File: src/rtl/loader_pkg.sv
// Shared definitions for the boot-time program loader.
// Contents:
//   state_e         loader FSM states
//   IMEM_MAX_WORDS  largest legal instruction image, in words
//   DMEM_MAX_WORDS  largest legal data image, in words
//   ADDR_SHIFT      word index to byte address shift
//   word_to_byte    word index -> 32-bit byte address, upper bits zero
package loader_pkg;

  typedef enum logic [2:0] {
    IDLE   = 3'd0,
    LOAD_I = 3'd1,
    LOAD_D = 3'd2,
    VERIFY = 3'd3,
    RUN    = 3'd4,
    ERROR  = 3'd5
  } state_e;

  localparam int IMEM_MAX_WORDS = 512;
  localparam int DMEM_MAX_WORDS = 1024;
  localparam int ADDR_SHIFT     = 2;

  function automatic logic [31:0] word_to_byte(input logic [10:0] idx);
    logic [31:0] wide;
    wide = 32'(idx);
    return wide << ADDR_SHIFT;
  endfunction

endpackage

File: src/rtl/loader_csum.sv
// Clearable modulo-2^W accumulator used for the write-side and read-side
// checksums of the loader.
// Ports:
//   clk     clock
//   arst_n  asynchronous active-low reset, clears the sum
//   clr     synchronous clear, takes priority over add_en
//   add_en  add din into the sum this cycle
//   din     value to accumulate
//   sum     current accumulated value
module loader_csum #(
  parameter int W = 32
) (
  input  logic         clk,
  input  logic         arst_n,
  input  logic         clr,
  input  logic         add_en,
  input  logic [W-1:0] din,
  output logic [W-1:0] sum
);

  logic [W-1:0] sum_q;
  logic [W-1:0] sum_d;

  always_comb begin
    sum_d = sum_q;
    if (clr) begin
      sum_d = '0;
    end else if (add_en) begin
      sum_d = sum_q + din;
    end
  end

  always_ff @(posedge clk or negedge arst_n) begin
    if (!arst_n) begin
      sum_q <= '0;
    end else begin
      sum_q <= sum_d;
    end
  end

  assign sum = sum_q;

endmodule

File: src/rtl/program_loader.sv
// Boot-time program loader placed in front of the cpu. It takes a word stream
// on a valid/ready interface, writes the first imem_len words to instruction
// memory and the next dmem_len words to data memory through the cpu external
// memory ports, reads instruction memory back to compare checksums, and on a
// match enables the cpu.
// Ports:
//   clk, arst_n              clock and asynchronous active-low reset
//   start, abort             load request (IDLE only) / return to IDLE
//   imem_len, dmem_len       image sizes in words, latched at start
//   s_valid, s_data, s_ready input word stream
//   imem_addr/wen/ren/wdata  cpu addr_ext/wen_ext/ren_ext/wdata_ext
//   imem_rdata               cpu rdata_ext, valid one cycle after ren
//   dmem_addr/wen/wdata      cpu addr_ext_2/wen_ext_2/wdata_ext_2
//   cpu_enable               cpu enable, high only in RUN
//   busy, done, err          status: loading/verifying, running, failed
module program_loader
  import loader_pkg::*;
#(
  parameter int DATA_W     = 32,
  parameter int IMEM_WORDS = IMEM_MAX_WORDS,
  parameter int DMEM_WORDS = DMEM_MAX_WORDS
) (
  input  logic              clk,
  input  logic              arst_n,
  input  logic              start,
  input  logic              abort,
  input  logic [9:0]        imem_len,
  input  logic [10:0]       dmem_len,
  input  logic              s_valid,
  input  logic [DATA_W-1:0] s_data,
  output logic              s_ready,
  output logic [31:0]       imem_addr,
  output logic              imem_wen,
  output logic              imem_ren,
  output logic [DATA_W-1:0] imem_wdata,
  input  logic [DATA_W-1:0] imem_rdata,
  output logic [31:0]       dmem_addr,
  output logic              dmem_wen,
  output logic [DATA_W-1:0] dmem_wdata,
  output logic              cpu_enable,
  output logic              busy,
  output logic              done,
  output logic              err
);

  localparam logic [10:0] IMEM_LIMIT = 11'(IMEM_WORDS);
  localparam logic [10:0] DMEM_LIMIT = 11'(DMEM_WORDS);

  state_e      state_q, state_d;
  logic [10:0] cnt_q, cnt_d;
  logic [9:0]  ilen_q, ilen_d;
  logic [10:0] dlen_q, dlen_d;

  logic [DATA_W-1:0] wr_sum;
  logic [DATA_W-1:0] rd_sum;
  logic [DATA_W-1:0] rd_total;
  logic              csum_clr;
  logic              wr_add;
  logic              rd_add;

  logic        accept;
  logic        len_ok;
  logic [10:0] ilen_ext;
  logic        last_i;
  logic        last_d;
  logic        verify_last;

  assign accept   = s_valid & s_ready;
  assign len_ok   = ({1'b0, imem_len} <= IMEM_LIMIT) && (dmem_len <= DMEM_LIMIT);
  assign ilen_ext = {1'b0, ilen_q};
  assign last_i   = (cnt_q == ilen_ext - 11'd1);
  assign last_d   = (cnt_q == dlen_q - 11'd1);
  // VERIFY runs imem_len+1 cycles: the extra cycle collects the final
  // readback word, whose data arrives one cycle after its read strobe.
  assign verify_last = (cnt_q == ilen_ext);
  // The final comparison must include the word arriving this cycle.
  assign rd_total = rd_sum + imem_rdata;

  // Only instruction words are checksummed; data words are not read back.
  assign wr_add = (state_q == LOAD_I) && accept && !abort;
  // Cycle 0 of VERIFY only issues the first read, no data is back yet.
  assign rd_add = (state_q == VERIFY) && (cnt_q != 11'd0) && !abort;

  loader_csum #(.W(DATA_W)) u_wr_csum (
    .clk    (clk),
    .arst_n (arst_n),
    .clr    (csum_clr),
    .add_en (wr_add),
    .din    (s_data),
    .sum    (wr_sum)
  );

  loader_csum #(.W(DATA_W)) u_rd_csum (
    .clk    (clk),
    .arst_n (arst_n),
    .clr    (csum_clr),
    .add_en (rd_add),
    .din    (imem_rdata),
    .sum    (rd_sum)
  );

  // State and counter registers.
  always_ff @(posedge clk or negedge arst_n) begin
    if (!arst_n) begin
      state_q <= IDLE;
      cnt_q   <= '0;
      ilen_q  <= '0;
      dlen_q  <= '0;
    end else begin
      state_q <= state_d;
      cnt_q   <= cnt_d;
      ilen_q  <= ilen_d;
      dlen_q  <= dlen_d;
    end
  end

  // Next-state and counter logic.
  always_comb begin
    state_d  = state_q;
    cnt_d    = cnt_q;
    ilen_d   = ilen_q;
    dlen_d   = dlen_q;
    csum_clr = 1'b0;

    unique case (state_q)
      IDLE: begin
        if (start) begin
          if (!len_ok) begin
            state_d = ERROR;
          end else begin
            ilen_d   = imem_len;
            dlen_d   = dmem_len;
            cnt_d    = '0;
            csum_clr = 1'b1;
            if (imem_len != 10'd0) begin
              state_d = LOAD_I;
            end else if (dmem_len != 11'd0) begin
              state_d = LOAD_D;
            end else begin
              state_d = RUN;
            end
          end
        end
      end
      LOAD_I: begin
        if (accept) begin
          if (last_i) begin
            cnt_d   = '0;
            state_d = (dlen_q != 11'd0) ? LOAD_D : VERIFY;
          end else begin
            cnt_d = cnt_q + 11'd1;
          end
        end
      end
      LOAD_D: begin
        if (accept) begin
          if (last_d) begin
            cnt_d   = '0;
            state_d = (ilen_q != 10'd0) ? VERIFY : RUN;
          end else begin
            cnt_d = cnt_q + 11'd1;
          end
        end
      end
      VERIFY: begin
        if (verify_last) begin
          cnt_d   = '0;
          state_d = (rd_total == wr_sum) ? RUN : ERROR;
        end else begin
          cnt_d = cnt_q + 11'd1;
        end
      end
      RUN:     state_d = RUN;
      ERROR:   state_d = ERROR;
      default: state_d = IDLE;
    endcase

    // abort wins over start and over stream acceptance; a write already on
    // the memory ports this cycle still lands because those are driven from
    // the current state alone.
    if (abort) begin
      state_d  = IDLE;
      cnt_d    = '0;
      csum_clr = 1'b0;
    end
  end

  // Outputs, combinational from state, counter and s_valid.
  always_comb begin
    s_ready    = 1'b0;
    imem_addr  = '0;
    imem_wen   = 1'b0;
    imem_ren   = 1'b0;
    imem_wdata = '0;
    dmem_addr  = '0;
    dmem_wen   = 1'b0;
    dmem_wdata = '0;
    cpu_enable = 1'b0;
    busy       = 1'b0;
    done       = 1'b0;
    err        = 1'b0;

    unique case (state_q)
      LOAD_I: begin
        s_ready    = 1'b1;
        busy       = 1'b1;
        imem_wen   = s_valid;
        imem_addr  = word_to_byte(cnt_q);
        imem_wdata = s_data;
      end
      LOAD_D: begin
        s_ready    = 1'b1;
        busy       = 1'b1;
        dmem_wen   = s_valid;
        dmem_addr  = word_to_byte(cnt_q);
        dmem_wdata = s_data;
      end
      VERIFY: begin
        busy = 1'b1;
        if (cnt_q < ilen_ext) begin
          imem_ren  = 1'b1;
          imem_addr = word_to_byte(cnt_q);
        end
      end
      RUN: begin
        cpu_enable = 1'b1;
        done       = 1'b1;
      end
      ERROR: begin
        err = 1'b1;
      end
      default: begin
      end
    endcase
  end

endmodule
File: config.mk
export PLATFORM = sky130hd
export DESIGN_NAME = program_loader
export DESIGN_NICKNAME = d
export VERILOG_FILES = /design/src/rtl/loader_pkg.sv /design/src/rtl/loader_csum.sv /design/src/rtl/program_loader.sv
export SDC_FILE = /design/constraint.sdc
export NUM_CORES = 1
export LEC_CHECK = 0
export ABC_AREA = 1
export CORE_MARGIN = 3
export CORE_UTILIZATION = 54
export CTS_BUF_LIST = sky130_fd_sc_hd__clkbuf_4 sky130_fd_sc_hd__clkbuf_8
export DETAILED_ROUTE_END_ITERATION = 8
export PLACE_DENSITY = 0.84
export SLEW_MARGIN = 20
export SYNTH_ARGS = -nofsm -noshare
export SYNTH_HDL_FRONTEND = slang
export SYNTH_SLANG_ARGS = --single-unit
File: constraint.sdc
create_clock -name clk -period 3 [get_ports clk]
set_clock_uncertainty 0.05 [all_clocks]
set_input_delay 0.6 -clock clk [delete_from_list [all_inputs] [get_ports clk]]
set_output_delay 0.6 -clock clk [all_outputs]
set_load 0.01 [all_outputs]
After elaboration in Yosys (flattened, before gate mapping)
Cells that the tools add are included.

Word-level logic and storage cells: 95. Output and inout port bits: 136. Input bits: 90. Flip-flop bits (word level): 99.

Equal/unequal tests: 16. Muxes and demuxes: 44. Bitwise operators: 1. Order comparisons: 3. $add $sub $neg: 5. Reduce and logical (&&, ||, !) cells: 20.

Operators by type and width (count): 32-bit 2-to-1 mux (6); 11-bit 2-to-1 mux (8); 32-bit adder (2); 11-bit case mux with 4 select lines (1); 3-bit 2-to-1 mux (11); 11-bit nonzero test (3); 32-bit == test (1); 13-bit 2-to-1 mux (2); 13-bit case mux with 2 select lines (1); 11-bit == test (2); 3-bit != test (second input constant) (7); 10-bit nonzero test (2); 3-bit case mux with 6 select lines (1); 1-bit 2-to-1 mux (14); 11-bit by 1-bit adder with 11-bit output (second input constant) (1); 11-bit by 10-bit == test with 1-bit output (1); 11-bit less-or-equal comparator (second input constant) (1); 11-bit by 10-bit less-than comparator with 1-bit output (1); 10-bit by 1-bit subtractor with 11-bit output (second input constant) (1); 11-bit by 1-bit subtractor with 11-bit output (second input constant) (1); 10-bit less-or-equal comparator (second input constant) (1); 3-bit by 2-bit == test with 1-bit output (second input constant) (2); 3-bit == test (second input constant) (2); 6-bit AND reduction (1); other kinds (11) (16).

Depth between registers and ports, before layout
Word-level depth: 8. Gate-level depth with buffers: 21. Depth with buffers taken out: 21.

Cells and area by module
Synthesis repeated with hierarchy kept, for this count alone.

Cell total of the unflattened synthesis: 2374. Area total of the unflattened synthesis: 13479.2 um2.

Modules (own cells, without submodules): loader_csum (times used 2, area each 3547.2 um2, cells an instance 625, sequential area each 800.8 um2); program_loader (times used 1, area each 6384.9 um2, cells an instance 1124, sequential area each 875.8 um2).

Worst setup path after synthesis
OpenSTA, ideal clock, no wires.

Path type: input to register. Start: in imem_rdata[0]. End: reg state_q[0]. Stages on the path: 20. Setup time: 117 ps. Buffers on the path: 0. Required time: 2833 ps. Arrival time: 2486 ps. Setup slack: 348 ps. Path through: ha_1 > fa_1 > nand3_1 > nand3_1 > nand2_1 > nand2_1 > nand2_1 > nand2_1 > nand2_1 > nand3_1 > nand3_1 > nand2_1 > nor2_1 > nand2_1 > nor2_1 > nand3_1 > nand2_1 > nand2_1 > nand2_1 > nand2_1.

Longest elaborated chain between the ends: 6.

RTL lines: start, declared (RTL line program_loader.sv:36) `input logic [DATA_W-1:0] imem_rdata,`; 32-bit adder (RTL line program_loader.sv:77) `assign rd_total = rd_sum + imem_rdata;`; 32-bit == test (RTL line program_loader.sv:168) `state_d = (rd_total == wr_sum) ? RUN : ERROR;`; 1-bit 2-to-1 mux (RTL line program_loader.sv:168); 3-bit 2-to-1 mux (RTL line program_loader.sv:166) `if (verify_last) begin`; 3-bit case mux with 6 select lines (RTL line program_loader.sv:125) `unique case (state_q)`; 3-bit 2-to-1 mux (RTL line program_loader.sv:181) `if (abort) begin`; end signal, assigned (RTL line program_loader.sv:110) `state_q <= state_d;`; end, declared (RTL line program_loader.sv:49) `state_e state_q, state_d;`.

No other way between the ends. The select of a mux whose other input is x is not followed. A chain may end at the register's enable or synchronous reset.

Final worst setup path
Start: reg cnt_q[2]. End: out imem_addr[7].

Longest elaborated chain between the ends: 3.

RTL lines: start, declared (RTL line program_loader.sv:50) `logic [10:0] cnt_q, cnt_d;`; start signal, assigned (RTL line program_loader.sv:111) `cnt_q <= cnt_d;`; 11-bit by 10-bit less-than comparator with 1-bit output (RTL line program_loader.sv:220) `if (cnt_q < ilen_ext) begin`; 13-bit 2-to-1 mux (RTL line program_loader.sv:220); 13-bit case mux with 2 select lines (RTL line program_loader.sv:203) `unique case (state_q)`; end, declared (RTL line program_loader.sv:32) `output logic [31:0] imem_addr,`.

No other way between the ends.

==> impl_metrics.tcl <==
set metrics [dict create \
    core_sq_um 19000 \
    pin_count 226 \
    final_common_cell "nand2_1" \
    dieArea_sq_um 21400 \
    final_antenna_net_count 0 \
    crit_required_ps 2350 \
    yosysWarnings 0 \
    ys_ff_latch 99 \
    grt_max_degree 65 \
    setup_violations 6 \
    overflow 0 \
    endpoint_kind "primary output" \
    totalWireLength_um 35800 \
    gp_congestion 1.00 \
    fp.dieH_um 146 \
    final_util_pct 74.3 \
    n_antenna_cell 0 \
    peakVddDrop_mv 0.520 \
    most-common-layout-cells "412 x nand2_1, 268 x inv_1, 188 x nor2_1" \
    clkSinkCount 99 \
    cts_buffer_depth 2 \
    seqPwrFrac_pct 24.9 \
    async_flop_share_pct 100 \
    grt_pass1_vias 11700 \
    stdcell_count 2260 \
    avgViaCountPerCell 5.37 \
    vias 12100 \
    dpl_worst_slack_ps -496 \
    cts-root-buf "clkbuf_8" \
    drive_gt1_share_pct 15.1 \
    crit_arrival_ps 2370 \
    cts_tree "built" \
    ctsHtreeMaxLevel 3 \
    drv_cap 0 \
    synth_cell_types 57 \
    violations "setup timing" \
    drt_iter0_drc 887 \
    internal-power_mw 4.37 \
    clock_latency_ps 400 \
    cellLeakagePower_nw 7.50 \
    pwr-share-comb_pct 62.7 \
    area_growth_pct 33.0 \
    post_drt_wl_per_cell_um 15.8 \
    setup_slack_ps -17.6 \
    hold_violations 0 \
    path_clk_slew_ps 100 \
    tightestPinTransition_ps 744 \
    initial_core_util_pct 55.9 \
    dpl.cell_count 2236 \
    place_area_sq_um 13600 \
    synth-edff-count 0 \
    netlist_area_sq_um 10600 \
    fin_crit_sh_pct 101 \
    ys_seq_area_share_pct 23.3 \
    p_sw_share_pct 46.0 \
    worstSetupPathType "register to primary output" \
    fmax_ghz 0.331 \
    multi_input_comb_area_sq_um 7080 \
    regArea_sq_um 2480 \
    p_switching_mw 3.73 \
    min_path_type "primary input to asynchronous set/reset pin" \
    rows 50 \
    slew_viol_final 0 \
    track_usage_pct 31.9 \
    critical_path.max_fanout 4 \
    power_density_nw_per_um2 573 \
    avgSynthCellArea_sq_um 6.31 \
    cp-start-kind "register" \
    port_buffers 183 \
    firstDrtPassIters 7 \
    hpwl_um 28600 \
    cts_made_buffers 9 \
    synth_cells 1684 \
    clkPwrFrac_pct 12.4 \
    period_minus_slack_ps 3020 \
    grt_pass1_wl_um 55900 \
    fin_area_sq_um 14100 \
    ys.flop_type "dfrtp_1" \
    fillerInstances 1589 \
    antenna_found_initial 0 \
    status "complete, but fails checks" \
    maxSlewHeadroom_pct 49.8 \
    rsz0062_at_grt "yes" \
    die_x_um 146 \
    whs_ps 116 \
    hold_buffers 0 \
    final_nets 2164 \
    route.detailed.drc 0 \
]
[kinds of logic (layout without fill, tap and decap cells)]
kind of cell | count (synthesis) | in the layout | synth area share, %
DFF | 99 | 99 | 23.3
muxes | 1 | 1 | 0.0942
xor gates and xnor gates | 72 | 72 | 6.58
buffers and inverters | 362 | 636 | 14.5
adders and majority gates | 78 | 78 | 9.32
and+or+nand+nor | 834 | 835 | 33.5
other | 1 | 42 | 0.0353
AOI/OAI and AO/OA | 237 | 237 | 12.7
[cell usage after synthesis, types with 5 or more instances]
cell      instances  area [sq um]
a31oi_1           7          43.8
nand3b_1          5          37.5
nand3_1         118           591
nor2_1          204           766
nand2_2          18           113
a22o_1            7          61.3
ha_1             76           951
buf_4            44           330
xnor3_1           5           113
o22ai_1          14          87.6
nand4_1          12          75.1
dfrtp_1          99          2480
inv_1           270          1010
xnor2_1          16           140
clkbuf_1         13          48.8
nor2_2           13          81.3
xor2_1           51           447
nand2_1         426          1600
inv_2            16          60.1
buf_2            10          50.1
clkinv_1          6          22.5
a21oi_1          78           390
o21ai_0         100           500
nor3_1           14          70.1
[per-layer routing]
metal / wire length, um / global-route usage (%) / up-vias
li1: - / - / 5891
met1: 14200 / 38.0 / 5617
met2: 17700 / 57.4 / 513
met3: 2260 / 4.35 / 104
met4: 1600 / 13.9 / 0
met5: 0 / 0 / -
[metrics by stage]
step	TNS, ps	total power [mW]
floorplan	0	4.95
global placement	-3100	6.67
detailed placement	-4930	6.81
CTS	-949	7.95
global route	-887	8.69
finish	-68.5	8.10
[cell type report]
cell class | count | share of cell area, %
Clock buffer | 9 | 0.876
Clock inverter | 6 | 0.637
Inverter | 292 | 7.77
Multi-Input combinational cell | 1265 | 50.1
Sequential cell | 99 | 17.5
Tap cell | 260 | 2.30
Timing Repair Buffer | 329 | 20.8
[state kept, by name, summed over array words and instances (netlist names)]
register       cells
cnt_q             11
dlen_q            11
ilen_q            10
state_q            3
u_rd_csum.sum     32
u_wr_csum.sum     32
[critical path, stage by stage (launching register included)]
cell      delay, ps
dfrtp_1         430
ha_4            290
nand2_2          50
o21ai_1         110
nand3_1          90
a21oi_2         150
a211oi_2         60
o311a_4         350
nor2_4          150
buf_6           120
nor2_1           30
buf_2           140
[power groups by stage]
stage               Sequential, mW  Clock (mW)  Combinational, mW
CTS                           2.00        1.02               4.93
finish                        2.02        1.00               5.08
detailed placement            2.03           0               4.79
global route                  2.06        1.05               5.58
floorplan                     1.92           0               3.03
global placement              2.01           0               4.66
[what timing repair did]
item | CTS | global route
resized for setup | 61 | 60
pin swaps | 7 | 14
setup buffers | 5 | 3
endpoints found under the setup margin | 12 | 41
gates cloned | 1 | 0
[worst paths after layout]
check	slack, ps	endpoint	cells past startpoint	startpoint
worst max-delay path	-20	imem_addr[7]	11	cnt_q[2]
worst min-delay path	120	u_wr_csum.sum[2]	1	arst_n
worst max register to register	320	state_q[0]	18	u_rd_csum.sum[20]
worst min register to register	480	u_rd_csum.sum[28]	2	u_rd_csum.sum[28]
max in group asynchronous	2060	u_wr_csum.sum[8]	2	arst_n
min in group clk	480	u_rd_csum.sum[28]	2	u_rd_csum.sum[28]
(Power assumes the default switching activity.)
